File: src/rtl/riscv_ctrl_pkg.sv
// riscv_ctrl_pkg: shared controller state enum, opcodes and ALU encodings
package riscv_ctrl_pkg;
  typedef enum logic [3:0] {
    FETCH, DECODE, MEMADR, MEMREAD, MEMWB, MEMWRITE, EXECR, EXECI, ALUWB, BEQ, JAL, ERROR
  } state_t;
  typedef enum logic [1:0] {ALUOP_ADD = 2'b00, ALUOP_SUB = 2'b01, ALUOP_FN = 2'b10} aluop_t;
  localparam logic [6:0] OP_LW  = 7'b0000011;
  localparam logic [6:0] OP_SW  = 7'b0100011;
  localparam logic [6:0] OP_R   = 7'b0110011;
  localparam logic [6:0] OP_I   = 7'b0010011;
  localparam logic [6:0] OP_BEQ = 7'b1100011;
  localparam logic [6:0] OP_JAL = 7'b1101111;
  localparam logic [2:0] ALU_ADD = 3'b000;
  localparam logic [2:0] ALU_SUB = 3'b001;
  localparam logic [2:0] ALU_AND = 3'b010;
  localparam logic [2:0] ALU_OR  = 3'b011;
  localparam logic [2:0] ALU_SLT = 3'b101;
endpackage

File: src/rtl/alu_decoder.sv
// alu_decoder: maps ALUOp/funct fields to the ALU operation code
module alu_decoder import riscv_ctrl_pkg::*; #(
  parameter int W = 3
) (
  input  aluop_t         ALUOp,
  input  logic [2:0]     funct3,
  input  logic           op5,
  input  logic           funct7b5,
  output logic [W-1:0]   ALUControl
);
  logic [2:0] code;
  always_comb begin
    code = ALU_ADD;
    if (ALUOp == ALUOP_SUB) code = ALU_SUB;
    else if (ALUOp == ALUOP_FN)
      case (funct3)
        3'b000:  code = (op5 & funct7b5) ? ALU_SUB : ALU_ADD;
        3'b010:  code = ALU_SLT;
        3'b110:  code = ALU_OR;
        3'b111:  code = ALU_AND;
        default: code = ALU_ADD;
      endcase
  end
  assign ALUControl = W'(code);
endmodule

File: src/rtl/main_fsm.sv
// main_fsm: multicycle RISC-V Moore controller.
// Define ILLEGAL_INSTR_TRAP_EN to trap undefined opcodes in ERROR until reset.
module main_fsm import riscv_ctrl_pkg::*; #(
  parameter int ALUCTRL_W = 3
) (
  input  logic                 clk,
  input  logic                 reset,
  input  logic [6:0]           op,
  input  logic [2:0]           funct3,
  input  logic                 funct7b5,
  input  logic                 Zero,
  output logic                 PCWrite,
  output logic                 AdrSrc,
  output logic                 MemWrite,
  output logic                 IRWrite,
  output logic                 RegWrite,
  output logic [1:0]           ResultSrc,
  output logic [1:0]           ALUSrcA,
  output logic [1:0]           ALUSrcB,
  output logic [1:0]           ImmSrc,
  output logic [ALUCTRL_W-1:0] ALUControl,
  output logic                 IllegalInstr
);
  state_t state, next;
  aluop_t alu_op;
  logic pc_update, branch, mem_write, ir_write, reg_write;
  always_ff @(posedge clk) state <= reset ? FETCH : next;
  always_comb begin
    next = FETCH;
    pc_update = 1'b0;
    branch = 1'b0;
    mem_write = 1'b0;
    ir_write = 1'b0;
    reg_write = 1'b0;
    AdrSrc = 1'b0;
    ResultSrc = 2'b00;
    ALUSrcA = 2'b00;
    ALUSrcB = 2'b00;
    alu_op = ALUOP_ADD;
    IllegalInstr = 1'b0;
    case (state)
      FETCH: begin
        next = DECODE;
        ir_write = 1'b1;
        ALUSrcB = 2'b10;
        ResultSrc = 2'b10;
        pc_update = 1'b1;
      end
      DECODE: begin
        ALUSrcA = 2'b01;
        ALUSrcB = 2'b01;
        case (op)
          OP_LW, OP_SW: next = MEMADR;
          OP_R:         next = EXECR;
          OP_I:         next = EXECI;
          OP_BEQ:       next = BEQ;
          OP_JAL:       next = JAL;
`ifdef ILLEGAL_INSTR_TRAP_EN
          default:      next = ERROR;
`else
          default:      next = FETCH;
`endif
        endcase
      end
      MEMADR: begin
        next = (op == OP_LW) ? MEMREAD : MEMWRITE;
        ALUSrcA = 2'b10;
        ALUSrcB = 2'b01;
      end
      MEMREAD: begin
        next = MEMWB;
        AdrSrc = 1'b1;
      end
      MEMWB: begin
        ResultSrc = 2'b01;
        reg_write = 1'b1;
      end
      MEMWRITE: begin
        AdrSrc = 1'b1;
        mem_write = 1'b1;
      end
      EXECR: begin
        next = ALUWB;
        ALUSrcA = 2'b10;
        alu_op = ALUOP_FN;
      end
      EXECI: begin
        next = ALUWB;
        ALUSrcA = 2'b10;
        ALUSrcB = 2'b01;
        alu_op = ALUOP_FN;
      end
      ALUWB: reg_write = 1'b1;
      BEQ: begin
        ALUSrcA = 2'b10;
        alu_op = ALUOP_SUB;
        branch = 1'b1;
      end
      JAL: begin
        next = ALUWB;
        ALUSrcA = 2'b01;
        ALUSrcB = 2'b10;
        pc_update = 1'b1;
      end
`ifdef ILLEGAL_INSTR_TRAP_EN
      ERROR: begin
        next = ERROR;
        IllegalInstr = 1'b1;
      end
`endif
      default: next = FETCH;
    endcase
  end
  // Strobes are gated by reset so a mid-instruction reset never commits a write.
  assign PCWrite  = ~reset & (pc_update | (branch & Zero));
  assign MemWrite = ~reset & mem_write;
  assign IRWrite  = ~reset & ir_write;
  assign RegWrite = ~reset & reg_write;
  assign ImmSrc = (op == OP_LW || op == OP_I) ? 2'b00 :
                  (op == OP_SW)  ? 2'b01 :
                  (op == OP_BEQ) ? 2'b10 :
                  (op == OP_JAL) ? 2'b11 : 2'b00;
  alu_decoder #(.W(ALUCTRL_W)) u_alu_dec (
    .ALUOp(alu_op),
    .funct3(funct3),
    .op5(op[5]),
    .funct7b5(funct7b5),
    .ALUControl(ALUControl)
  );
endmodule
File: config.mk
export PLATFORM = sky130hd
export DESIGN_NAME = main_fsm
export DESIGN_NICKNAME = d
export VERILOG_FILES = /design/src/rtl/riscv_ctrl_pkg.sv /design/src/rtl/alu_decoder.sv /design/src/rtl/main_fsm.sv
export SDC_FILE = /design/constraint.sdc
export NUM_CORES = 1
export LEC_CHECK = 0
export CAP_MARGIN = 40
export CORE_AREA = 2 2 41 43
export DETAILED_ROUTE_END_ITERATION = 7
export DIE_AREA = 0 0 43 45
export PLACE_DENSITY_LB_ADDON = 0.3
export SLEW_MARGIN = 20
export SYNTH_ARGS = -nofsm -noshare
export SYNTH_HDL_FRONTEND = slang
export SYNTH_HIERARCHICAL = 1
export SYNTH_SLANG_ARGS = --single-unit
File: constraint.sdc
create_clock -name clk -period 2 [get_ports clk]
set_input_delay 0.2 -clock clk [delete_from_list [all_inputs] [get_ports clk]]
set_output_delay 0.2 -clock clk [all_outputs]
set_load 0.005 [all_outputs]
### After elaboration in Yosys (flattened, before gate mapping)

Cells that the tools add are included.

* flip-flop bits (word level): 4
* input port bits: 14
* output and inout port bits: 17
* word-level logic and storage cells: 63

* eq/ne operators: 21
* mux-type cells: 21
* bitwise gates (word level): 8
* reduce and logical (&&, ||, !) cells: 12

Operator list (count)
* $pmux W4 S5: 2
* $eq A4 B3 Y1 const B: 4
* $pmux W2 S2: 4
* $eq A7 B6 Y1 const B: 2
* $eq A7 B7 Y1 const B: 2
* $eq A4 B4 Y1 const B: 3
* $pmux W3 S4: 1
* $reduce_or A2 Y1: 6
* $mux W3: 3
* $eq A4 B2 Y1 const B: 2
* $mux W2: 4
* $eq A7 B2 Y1 const B: 1
* $eq A7 B5 Y1 const B: 1
* $mux W1: 7
* $and A1 B1 Y1: 6
* $eq A3 B3 Y1 const B: 2
* $reduce_or A3 Y1: 2
* $eq A4 B1 Y1 const B: 1
* $logic_not A4 Y1: 1
* $reduce_or A4 Y1: 1
* $eq A3 B2 Y1 const B: 1
* $logic_not A3 Y1: 1
* $eq A2 B1 Y1 const B: 1
* $eq A2 B2 Y1 const B: 1
* 3 further kinds: 3

### Logic depth before layout (Yosys ltp)

Gate-level depths: netlist (run 1).

* depth after elaboration: 6
* depth in mapped cells: 7
* gate-level depth less buffers: 6

### By module

The synthesis (run 1) kept the hierarchy.

Modules (own cells, without submodules)
* main_fsm: times used 1, cells an instance 68, area each 505.5 sq um, seq. area each 80.1 sq um
* alu_decoder: times used 1, cells an instance 9, area each 57.6 sq um, seq. area each 0.0 sq um

### Worst setup path after synthesis (run 1)

No wires, ideal clock.

* path kind: register to output
* from: register state[1]
* to: output port ALUControl[0]
* arrival: 1.050 ns
* data required time: 1.800 ns
* path slack: 0.750 ns
* stages on the path, launching flop included: 7
* buffers on the path: 1
* cells stage by stage: dfxtp_1 > buf_6 > inv_2 > nand2_1 > nor2_1 > inv_1 > o22ai_1

* longest elaborated chain between the ends: 6
* elaborated cells on any way between the ends: 9
* classes of those cells: 5 x eq/ne; 3 x mux; 1 x reduce/logical

RTL lines
* from (decl): line main_fsm.sv:24 `state_t state, next;`
* from (signal assigned): line main_fsm.sv:27 `always_ff @(posedge clk) state <= reset ? FETCH : next;`
* $eq A4 B3 Y1: line main_fsm.sv:41 `case (state)`
* $reduce_or A2 Y1 (no line)
* $pmux W2 S2 *: line main_fsm.sv:41
* named net alu_op[0]: line main_fsm.sv:25 `aluop_t alu_op;`
* $eq A2 B2 Y1: line alu_decoder.sv:15 `else if (ALUOp == ALUOP_FN)`
* $mux W3: line alu_decoder.sv:15
* $mux W3 *: line alu_decoder.sv:14 `if (ALUOp == ALUOP_SUB) code = ALU_SUB;`
* to (decl): line main_fsm.sv:21 `output logic [ALUCTRL_W-1:0] ALUControl,`

The timed path passes the listed nets; every way through them passes the cells marked *.

### Worst setup path after layout (run 1)

* from: register state[1]
* to: output port ALUControl[1]

The elaborated chain is that of the path after synthesis.

==> run summary, run 1 <==
largest delay contributor family on the critical path -> buffers and inverters
clock share of power -> 0.337
syn nets -> 91
LEAKAGE -> 0.413 nW
max FFs per register -> 4
Fin Setup TNS -> 0 ns
Reg clk slew, reported paths -> 0.03 ns
# placed instances -> 126
metal3 WL -> 87 microns
Fmax -> 528 MHz
wire length on met2 -> 789 microns
mapped cell area -> 563 sq um
worst path buffer plus inverter count -> 2
wire per inst -> 12.2 microns
DR top layer -> met4
Sequential Power Share -> 0.284
Vias/cell -> 5.29
WP depth -> 7
outcome -> finished clean
Tcrit/Tclk final -> 0.948
max-cap violations -> 0
HPWL Detailed -> 1290 microns
Post-Layout Cell Count -> 129
Mapped Cells -> 77
Die Area -> 0.00194 sq mm
CTS root buffer -> clkbuf_4
Starting DRT DRC Count -> 2
Detail Route Antenna Nets -> 0
crit path capture type -> primary output
Max stage delay cell, worst path -> clkdlybuf4s50_1
DRT Wirelength -> 1580 microns
async set or reset register ratio after synthesis -> 0
final global-route overflow total -> 0
global-route wire length before repair -> 2440 microns
CTS tree -> built
DRT Pass-1 Iters -> 2
Pwr Density -> 298 mW/mm^2
Fin Clk Skew -> 0.00503 ns
slowest cell delay on critical path -> 0.50 ns
Placeable Area -> 0.00147 sq mm
worst-path cell chain -> inv_2 -> nand2_1 -> nor2_2 -> nor2b_4 -> nand2_1 -> nor2_1 -> clkdlybuf4s50_1
vias in the first global route -> 594
chip width -> 43 microns
drt drc -> 0
worst hold path type -> reg -> reg
htree depth -> 1
biggest regs -> state (4)
Worst-Skew Late Latency -> 0.23 ns
crit path launch type -> flip-flop
GRT Util Overall -> 0.167
reg2reg path depth -> 4
Die H -> 45 microns
Total Nets Final -> 129
min cycle time layout -> 1.90 ns
Required @ worst endpoint -> 1.80 ns
Netlist cell types -> 40
CTS Sinks -> 4
Top-Level Pins -> 31
Synth Flop Type -> dfxtp_1
clk buf depth -> 2
CTS buffer count -> 3
Final Setup Violations -> 0
RSZ-0062 raised after global routing -> false
number of setup buffers added after CTS -> 0
CP Class -> reg -> out
RePlAce Congestion -> 0.795
crit-path most repeated cell -> nand2_1
VDD IR-drop max -> 0.000356 V
fraction of layout instances using a drive strength above 1 -> 0.292
hold path cells -> 1
area grow syn2layout -> 74.4%
wl on met1 -> 689 microns
via count -> 683
sw frac -> 0.269
Initial Util -> 0.383
cell-internal power -> 0.214 mW
final slew viol count -> 0
Comb power frac -> 0.379
WP data arrival -> 1.70 ns
sequential share of the synthesized area -> 0.142
antenna diode count -> 0
largest net degree at the start of global routing -> 9
Synth Warn # -> 6
crit path max fanout -> 7
Biggest register -> state
Cell Rows -> 14
I/O Buffers -> 29
Hold-fix buffers, CTS -> 0
antenna violations before repair -> 0
Hold Vio Cnt, Final -> 0
Net Sw Power -> 0.0787 mW
Yosys reg bits -> 4
syn avg cell area -> 7.31 sq um
Post-synth EDFFs -> 0
[kinds of logic after synthesis]
logic type,count (synthesis),synth area share
xor gates and xnor gates,3,0.0467
AOI/OAI and AO/OA,18,0.258
DFF,4,0.142
other,1,0.00666
buffers and inverters,10,0.0956
and+or+nand+nor,41,0.451
[cell usage after synthesis (2+ instances only)]
cell type | n | area share
a21oi_1 | 4 | 0.036
a221oi_2 | 2 | 0.053
and2_1 | 3 | 0.033
buf_2 | 4 | 0.036
dfxtp_1 | 4 | 0.14
inv_1 | 3 | 0.020
nand2_1 | 4 | 0.027
nand2b_1 | 4 | 0.044
nor2_1 | 9 | 0.060
nor3_1 | 6 | 0.053
nor3_2 | 2 | 0.036
nor3b_1 | 2 | 0.027
o22ai_1 | 2 | 0.022
xor2_1 | 2 | 0.031
[per-stage QoR]
| step | cell area [sq um] | setup WS (ns) | total power [mW] | utilization | hold WS, ns |
|---|---|---|---|---|---|
| after global placement | 910 | 0.119 | 0.194 | 0.618 | 0.545 |
| after global routing | 982 | 0.0113 | 0.315 | 0.668 | 0.517 |
| after floorplan | 563 | 0.750 | 0.129 | - | 0.266 |
| after detailed placement | 910 | 0.122 | 0.196 | 0.618 | 0.565 |
| after CTS | 950 | 0.000179 | 0.301 | 0.645 | 0.521 |
| final | 982 | 0.105 | 0.293 | 0.668 | 0.490 |
[path summary, 6_finish.rpt]
| check | startpoint | slack, ns | end |
|---|---|---|---|
| setup reg to reg | state[3]$_SDFF_PP0_ | 0.76 | state[3]$_SDFF_PP0_ |
| hold reg to reg | state[0]$_SDFF_PP0_ | 0.49 | state[0]$_SDFF_PP0_ |
| hold / removal | state[0]$_SDFF_PP0_ | 0.49 | state[0]$_SDFF_PP0_ |
| setup / recovery | state[1]$_SDFF_PP0_ | 0.10 | ALUControl[1] |
[repair_timing]
| action | CTS | global route |
|---|---|---|
| endpoints found under the hold margin | 0 | 0 |
| setup endpoints to repair | 7 | 8 |
| resized for setup | 6 | 11 |
[power groups by stage]
stage,clock network [mW],logic [mW],registers (mW)
after CTS,0.104,0.111,0.0863
after global routing,0.111,0.121,0.0838
after floorplan,0,0.0447,0.0843
after detailed placement,0,0.109,0.0871
after global placement,0,0.107,0.0868
final,0.0986,0.111,0.0833
[layout make-up]
type | instances | area, sq um
fill | 143 | 489
tap | 16 | 20.0
multi-input combinational | 63 | 457
inverter | 4 | 15.0
timing repair buffer | 39 | 375
sequential | 4 | 92.6
clock buffer | 3 | 22.5
[placed cells by master, fill, tap and decap left out, types with 3 or more instances in the layout]
cell             count
nor2_1               7
buf_4               10
and2_1               3
nand2_1              4
a21oi_1              4
dlymetal6s2s_1       4
dfxtp_4              3
nand2b_1             3
nor3_1               6
inv_1                3
clkdlybuf4s50_1     25
clkbuf_4             3
[routing by layer]
layer | vias to the layer above | track usage
met5 | - | 0
met4 | 0 | 0.0788
met3 | 2 | 0.0520
met2 | 25 | 0.282
met1 | 305 | 0.195
li1 | 351 | -
(Power assumes the default switching activity.)
==> run 2: changes to the inputs <==
--- a/config.mk
+++ b/config.mk
@@ -5,7 +5,7 @@
 export SDC_FILE = /design/constraint.sdc
 export NUM_CORES = 1
 export LEC_CHECK = 0
-export CAP_MARGIN = 40
+export CAP_MARGIN = 25
 export CORE_AREA = 2 2 41 43
 export DETAILED_ROUTE_END_ITERATION = 7
 export DIE_AREA = 0 0 43 45
==> results of run 2 <==
The final DEF is identical to that of run 1; final timing and power are the same.
